--- config.mk ---
export PLATFORM = sky130hd
export DESIGN_NAME = icache_responder
export DESIGN_NICKNAME = d
export VERILOG_FILES = /design/src/rtl/icache_responder.sv
export SDC_FILE = /design/constraint.sdc
export NUM_CORES = 2
export LEC_CHECK = 0
export ABC_CLOCK_PERIOD_IN_PS = 4900
export BUFFER_PORTS_ARGS = -buffer_cell sky130_fd_sc_hd__buf_2
export CAP_MARGIN = 20
export CORE_AREA = 2 2 380 420
export DETAILED_ROUTE_END_ITERATION = 10
export DIE_AREA = 0 0 382 422
export PLACE_DENSITY = 0.77
export SYNTH_ARGS = -nofsm -noshare
export SYNTH_HDL_FRONTEND = slang
export SYNTH_SLANG_ARGS = --single-unit
--- constraint.sdc ---
create_clock -name clk -period 4.9 [get_ports clk]
set_input_delay 0 -clock clk [delete_from_list [all_inputs] [get_ports clk]]
set_output_delay 0 -clock clk [all_outputs]
set_load 0.02 [all_outputs]
--- src/rtl/icache_responder.sv ---
// Direct-mapped read-only instruction cache: combinational hit path, stalls the
// fetch stage on a miss and refills the whole line over a req/ack handshake.
module icache_responder #(
   parameter int          INDEX_W   = 4,
   parameter int          LINE_W    = 2,
   parameter logic [31:0] NOP_INSTR = 32'h00000013
) (
   input  logic        clk,
   input  logic        rst,
   input  logic [31:0] PCF,
   input  logic        Invalidate,
   output logic [31:0] InstrF,
   output logic        StallICache,
   output logic        mem_req,
   output logic [31:0] mem_addr,
   input  logic        mem_ack,
   input  logic [31:0] mem_rdata
);

   localparam int LINES = 1 << INDEX_W;
   localparam int WORDS = 1 << LINE_W;
   localparam int TAG_W = 32 - INDEX_W - LINE_W - 2;
   localparam logic [LINE_W-1:0] LAST_WORD = '1;

   typedef enum logic {S_IDLE, S_REFILL} state_t;

   state_t r_state;
   state_t w_state_next;

   logic [TAG_W-1:0]   r_tag_mem  [LINES];
   logic [31:0]        r_data_mem [LINES*WORDS];
   logic [LINES-1:0]   r_valid;
   logic [TAG_W-1:0]   r_refill_tag;
   logic [INDEX_W-1:0] r_refill_index;
   logic [LINE_W-1:0]  r_word_cnt;
   logic               r_inv_pending;

   logic [LINE_W-1:0]  w_offset;
   logic [INDEX_W-1:0] w_index;
   logic [TAG_W-1:0]   w_tag;
   logic               w_hit;
   logic               w_ack_fire;
   logic               w_last_ack;
   logic               w_inv_at_end;
   logic               w_unused;

   assign w_offset = PCF[LINE_W+1:2];
   assign w_index  = PCF[LINE_W+INDEX_W+1:LINE_W+2];
   assign w_tag    = PCF[31:LINE_W+INDEX_W+2];
   assign w_unused = &{1'b0, PCF[1:0]};

   assign w_hit        = r_valid[w_index] && (r_tag_mem[w_index] == w_tag);
   assign w_ack_fire   = (r_state == S_REFILL) && mem_ack;
   assign w_last_ack   = w_ack_fire && (r_word_cnt == LAST_WORD);
   // An invalidate arriving on the very last ack must still suppress the line.
   assign w_inv_at_end = r_inv_pending || Invalidate;

   always_comb begin
      w_state_next = r_state;
      StallICache  = 1'b1;
      InstrF       = NOP_INSTR;
      mem_req      = 1'b0;
      mem_addr     = 32'h0;
      case (r_state)
         S_IDLE: begin
            if (w_hit) begin
               StallICache = 1'b0;
               InstrF      = r_data_mem[{w_index, w_offset}];
            end else begin
               w_state_next = S_REFILL;
            end
         end
         S_REFILL: begin
            mem_req  = 1'b1;
            mem_addr = {r_refill_tag, r_refill_index, r_word_cnt, 2'b00};
            if (w_last_ack) begin
               w_state_next = S_IDLE;
            end
         end
         default: w_state_next = S_IDLE;
      endcase
   end

   always_ff @(posedge clk or posedge rst) begin
      if (rst) begin
         r_state        <= S_IDLE;
         r_valid        <= '0;
         r_word_cnt     <= '0;
         r_inv_pending  <= 1'b0;
         r_refill_tag   <= '0;
         r_refill_index <= '0;
      end else begin
         r_state <= w_state_next;
         if (r_state == S_IDLE) begin
            if (Invalidate) begin
               r_valid <= '0;
            end
            if (!w_hit) begin
               r_refill_tag   <= w_tag;
               r_refill_index <= w_index;
               r_word_cnt     <= '0;
            end
         end else begin
            if (Invalidate) begin
               r_inv_pending <= 1'b1;
            end
            if (w_ack_fire) begin
               r_word_cnt <= r_word_cnt + 1'b1;
            end
            if (w_last_ack) begin
               r_inv_pending <= 1'b0;
               if (w_inv_at_end) begin
                  r_valid <= '0;
               end else begin
                  r_valid[r_refill_index] <= 1'b1;
               end
            end
         end
      end
   end

   // Tag and data storage carry no reset; the valid bits alone qualify them.
   always_ff @(posedge clk) begin
      if (w_ack_fire) begin
         r_data_mem[{r_refill_index, r_word_cnt}] <= mem_rdata;
      end
      if (w_last_ack && !w_inv_at_end) begin
         r_tag_mem[r_refill_index] <= r_refill_tag;
      end
   end

endmodule

# [After elaboration in Yosys (flattened, before gate mapping)]
# Memory sizes are Yosys's and may differ from the RTL's.
# Index checks and enable logic that the tools add are counted.
[totals] ramBits=2432 output_inout_bits=66 elab_cells=58 n_memories=2 register_bits=48
[memory_table] name="r_data_mem" depth=64 word_bits=32 rd=1 rd_ports_with_merged_regs=0 wr=1 line="31" text="logic [31:0] r_data_mem [LINES*WORDS];"
[memory_table] name="r_tag_mem" depth=16 word_bits=24 rd=1 rd_ports_with_merged_regs=0 wr=1 line="30" text="logic [TAG_W-1:0] r_tag_mem [LINES];"
[op_classes] order_cmp=3 bitwise=3 n_reduce_logical=13 add_sub_neg=1 n_mux=25 n_eq_ne=5
[op_table] op="32-bit 2-to-1 mux" n=3
[op_table] op="16-bit 2-to-1 mux" n=4
[op_table] op="24-bit equality test" n=1
[op_table] op="16-bit bitwise OR" n=1
[op_table] op="1-bit 2-to-1 mux" n=12
[op_table] op="4-bit by 5-bit < comparator with 1-bit output, second input constant" n=2
[op_table] op="2-bit AND reduction" n=4
[op_table] op="2-bit 2-to-1 mux" n=3
[op_table] op="1-bit logical AND" n=5
[op_table] op="1-bit binary-select mux with 4-bit select" n=1
[op_table] op="1-bit demux with 4-bit select" n=1
[op_table] op="4-bit by 1-bit greater-or-equal comparator with 1-bit output, second input constant" n=1
[op_table] op="2-bit by 1-bit != test with 1-bit output, second input constant" n=2
[op_table] op="2-bit nonzero test" n=2
[op_table] op="2-bit by 1-bit adder with 2-bit output, second input constant" n=1
[op_table] op="2-bit equality test, second input constant" n=1
[op_table] op="2-bit != test, second input constant" n=1
[op_table] op="1-bit NOT" n=2
[op_table] op="1-bit case mux with 2 select lines" n=1
[op_table] op="1-bit logical NOT" n=1
[op_table] op="1-bit logical OR" n=1

# [Depth between registers and ports, before layout]
[depth] word_depth=8 mapped_depth=14 ltp_nobuf=8

# [Least setup slack after synthesis]
# No wires, ideal clock.
[synth_timing] path_type="flip-flop to flip-flop" from="register r_state" to="memory r_data_mem[56][0] (enable)" n_path_buf=1 stages_incl_launch_ff=6 arrival_ps=3414 path_slack_ps=1025 synth_period_minus_slack_ps=3875 path_cell_list="dfrtp_1 clkbuf_1 nand2_1 nor2_1 nand2_1 nor3_1"
[synth_via] elab_chain_len=3
[synth_lines] item="start: declaration" line="27" text="state_t r_state;"
[synth_lines] item="start signal: assignment" line="93" text="r_state <= w_state_next;"
[synth_lines] item="1-bit logical AND" line="53" text="assign w_ack_fire = (r_state == S_REFILL) && mem_ack;"
[synth_lines] item="1-bit 2-to-1 mux" line="124" text="if (w_ack_fire) begin"
[synth_lines] item="1-bit 2-to-1 mux (implied by the code)" line="125" text="r_data_mem[{r_refill_index, r_word_cnt}] <= mem_rdata;"
[synth_lines] item="end: declaration" line="31"
# No other way between the ends.

# [Worst setup path in the final report]
[layout_timing] from="memory r_tag_mem[4][20] in the netlist's numbering" to="output port InstrF[20]"
[layout_via] elab_chain_len=5
[layout_lines] item="start: declaration" line="30"
[layout_lines] item="memory 16 x 24 bit"
[layout_lines] item="24-bit equality test" line="52" text="assign w_hit = r_valid[w_index] && (r_tag_mem[w_index] == w_tag);"
[layout_lines] item="1-bit logical AND" line="52"
[layout_lines] item="32-bit 2-to-1 mux" line="66" text="if (w_hit) begin"
[layout_lines] item="32-bit 2-to-1 mux" line="64" text="case (r_state)"
[layout_lines] item="end: declaration" line="12" text="output logic [31:0] InstrF,"
# No other way between the ends.

==> flow_metrics.tcl <==
set metrics [dict create \
    antenna_found_initial 12 \
    first_pass_iters 5 \
    yosysMostFrequentCell "edfxtp_1" \
    rsz0062_at_grt "false" \
    setup_viol 0 \
    avgSynthCellArea_um2 24.2 \
    synth.distinct_cells 61 \
    min_period_over_period 0.886 \
    routed_wl_mm 260 \
    die_h_um 422 \
    antenna_left 0 \
    synth-seq-cells 2480 \
    root_buffer "clkbuf_16" \
    cts_buffer_depth 3 \
    hpwl_mm 130 \
    seq_power_share 0.530 \
    maxCapViolations 0 \
    fin_hold_ws_ns 0.00994 \
    grt_pass1_wl_mm 365 \
    worst_setup_path_start_kind "flip-flop" \
    outcome "finished, final reports clean" \
    die_area_um2 161000 \
    clk-insertion-delay-late_ns 0.88 \
    worst_ep_arrival_time_ns 4.34 \
    nNetsFinal 4415 \
    yosysSeqAreaShare 0.779 \
    yosysWarnings 0 \
    max-vdd-ir-drop_v 0.000424 \
    worst_ep_required_time_ns 4.90 \
    syn_area_um2 95300 \
    fmax_mhz 230 \
    yosys.area.top_type_share 0.766 \
    synth_top_area_cell "edfxtp_1" \
    cts_resized 0 \
    grt_use_total 0.326 \
    power_density_nw_per_um2 440 \
    wire_per_inst_um 39.2 \
    clock_skew_ns 0.0585 \
    end_kind "output pin" \
    power.total_mw 47.9 \
    drc 0 \
    io_pins 134 \
    tns_ns 0 \
    grt_max_degree 82 \
    final_util 0.693 \
    p_int_mw 36.4 \
    p_sw_mw 11.5 \
    drt_iter0_markers 7434 \
    min_path_type "primary input to flip-flop" \
    worstPathMaxFanout 17 \
    ys_top_cells_by_count "2,432 x edfxtp_1, 746 x mux4_2, 149 x clkbuf_1" \
    start_util 0.607 \
    tightest_slew_ns 1.17 \
    clkPwrFrac 0.379 \
    finalHoldViolCount 0 \
    switching_share 0.240 \
    p_leak_nw 34.3 \
    via_count 47519 \
    gr-total-overflow 0 \
    final_max_slew_viol_count 0 \
    cts_tree "yes" \
    place_inst 6100 \
    grt_pass1_vias 48192 \
    cts_num_sinks 2480 \
    synth_flop_cell "edfxtp_1" \
    h-tree-depth 4 \
    rows 153 \
    port_buffers 129 \
    drive_gt1_frac 0.331 \
    crit_type "flip-flop to output pin" \
    instances_no_fill 6640 \
    synth_cells 3932 \
    pwr-share-comb 0.091 \
    async_flop_share 0.0194 \
    post_drt_via_cell_ratio 7.16 \
    die_w_um 382 \
    min_period_ns 4.34 \
    path_clk_slew_ns 0.07 \
    cts_buffers 227 \
    synth-edff-count 2432 \
    ys_top_cells_by_area "edfxtp_1 77%, mux4_2 18%, dfrtp_1 1.3%" \
    areaGrowthSynthToFinish_pct 14.2 \
    max-slew-margin-rel 0.217 \
    core_area_um2 157000 \
    place_congestion 0.834 \
]
-- worst paths after layout --
path                                   from           endpoint  slack [ns]  cells after the start
max reg2reg                r_tag_mem[4][20]    r_refill_tag[6]        1.25                      9
min in group asynchronous               rst   r_refill_tag[14]        0.43                      5
max in group asynchronous               rst    r_refill_tag[7]        3.91                      5
min                            mem_rdata[5]  r_data_mem[30][5]        0.01                      2
min reg2reg                      r_valid[5]         r_valid[5]        0.51                      2
max                        r_tag_mem[4][20]         InstrF[20]        0.56                     10
-- state kept, by name, summed over array words and instances (netlist names) --
signal          flops
r_data_mem       2048
r_tag_mem         384
r_refill_tag       24
r_valid            16
r_refill_index      4
r_word_cnt          2
r_inv_pending       1
r_state             1
-- per-stage QoR --
step | setup slack [ns] | cell area [µm²]
floorplan | 1.03 | 95300
global placement | 1.05 | 100000
detailed placement | 0.946 | 100000
CTS | 0.570 | 108000
global route | 0.430 | 109000
finish | 0.558 | 109000
-- layer usage --
layer  up-vias  part of all wire  global-route usage
met1     25061              0.34               0.434
li1      17729                 -                   -
met5         -           0.00040                   0
met4        16             0.043               0.126
met2      4055              0.50               0.528
met3       658              0.12              0.0822
-- kinds of logic after synthesis --
kind of cell | Yosys count | synth area share
xor+xnor | 33 | 0.00303
buf+inv | 218 | 0.00971
fa+ha+maj | 1 | 0.000131
compound gates | 82 | 0.00633
mux | 842 | 0.188
other cells | 1 | 0.0000393
flops | 2480 | 0.779
simple gates | 275 | 0.0143
-- worst max-delay path: stages, from the launching register on --
cell	delay, ns
edfxtp_1	0.37
mux4_2	0.48
mux4_2	0.51
xnor2_1	0.16
nand3_1	0.11
or4_1	0.43
nor4_2	0.49
nand4_2	0.19
buf_4	0.28
nor2b_1	0.20
buf_2	0.20
-- layout by cell type (no fill, tap or decap), types with 37 or more instances in the layout --
cell	n
edfxtp_1	2432
buf_12	55
clkbuf_1	44
dfrtp_1	48
nor2_1	37
clkbuf_16	232
clkinv_2	42
mux2i_1	64
clkinv_1	50
nor2_4	78
buf_2	124
dlygate4sd3_1	91
buf_4	118
mux4_2	746
-- power groups by stage --
stage / clock, mW / combinational [mW] / sequential [mW]
2_1_floorplan: 0 / 2.35 / 25.4
3_3_place_gp: 0 / 4.03 / 25.6
3_5_place_dp: 0 / 4.11 / 25.7
4_1_cts: 18.2 / 4.28 / 25.3
5_1_grt: 19.0 / 4.50 / 25.4
6_report: 18.1 / 4.37 / 25.4
-- repair_timing --
item,4_1_cts,5_1_grt
hold buffers,88,3
setup buffers,0,0
endpoints found under the hold margin,2187,9
setup endpoints to repair,0,0
-- cell type report --
type,count,area [µm²]
inverters,8,31.3
multi-input cells,1235,20800
flip-flops and latches,2480,74200
well taps,2092,2620
fillers,8664,48300
clock inverters,144,1550
clock buffers,281,6040
repair buffers,394,3630
diodes,6,15.0
No activity file was read; power rests on OpenSTA's default activity.
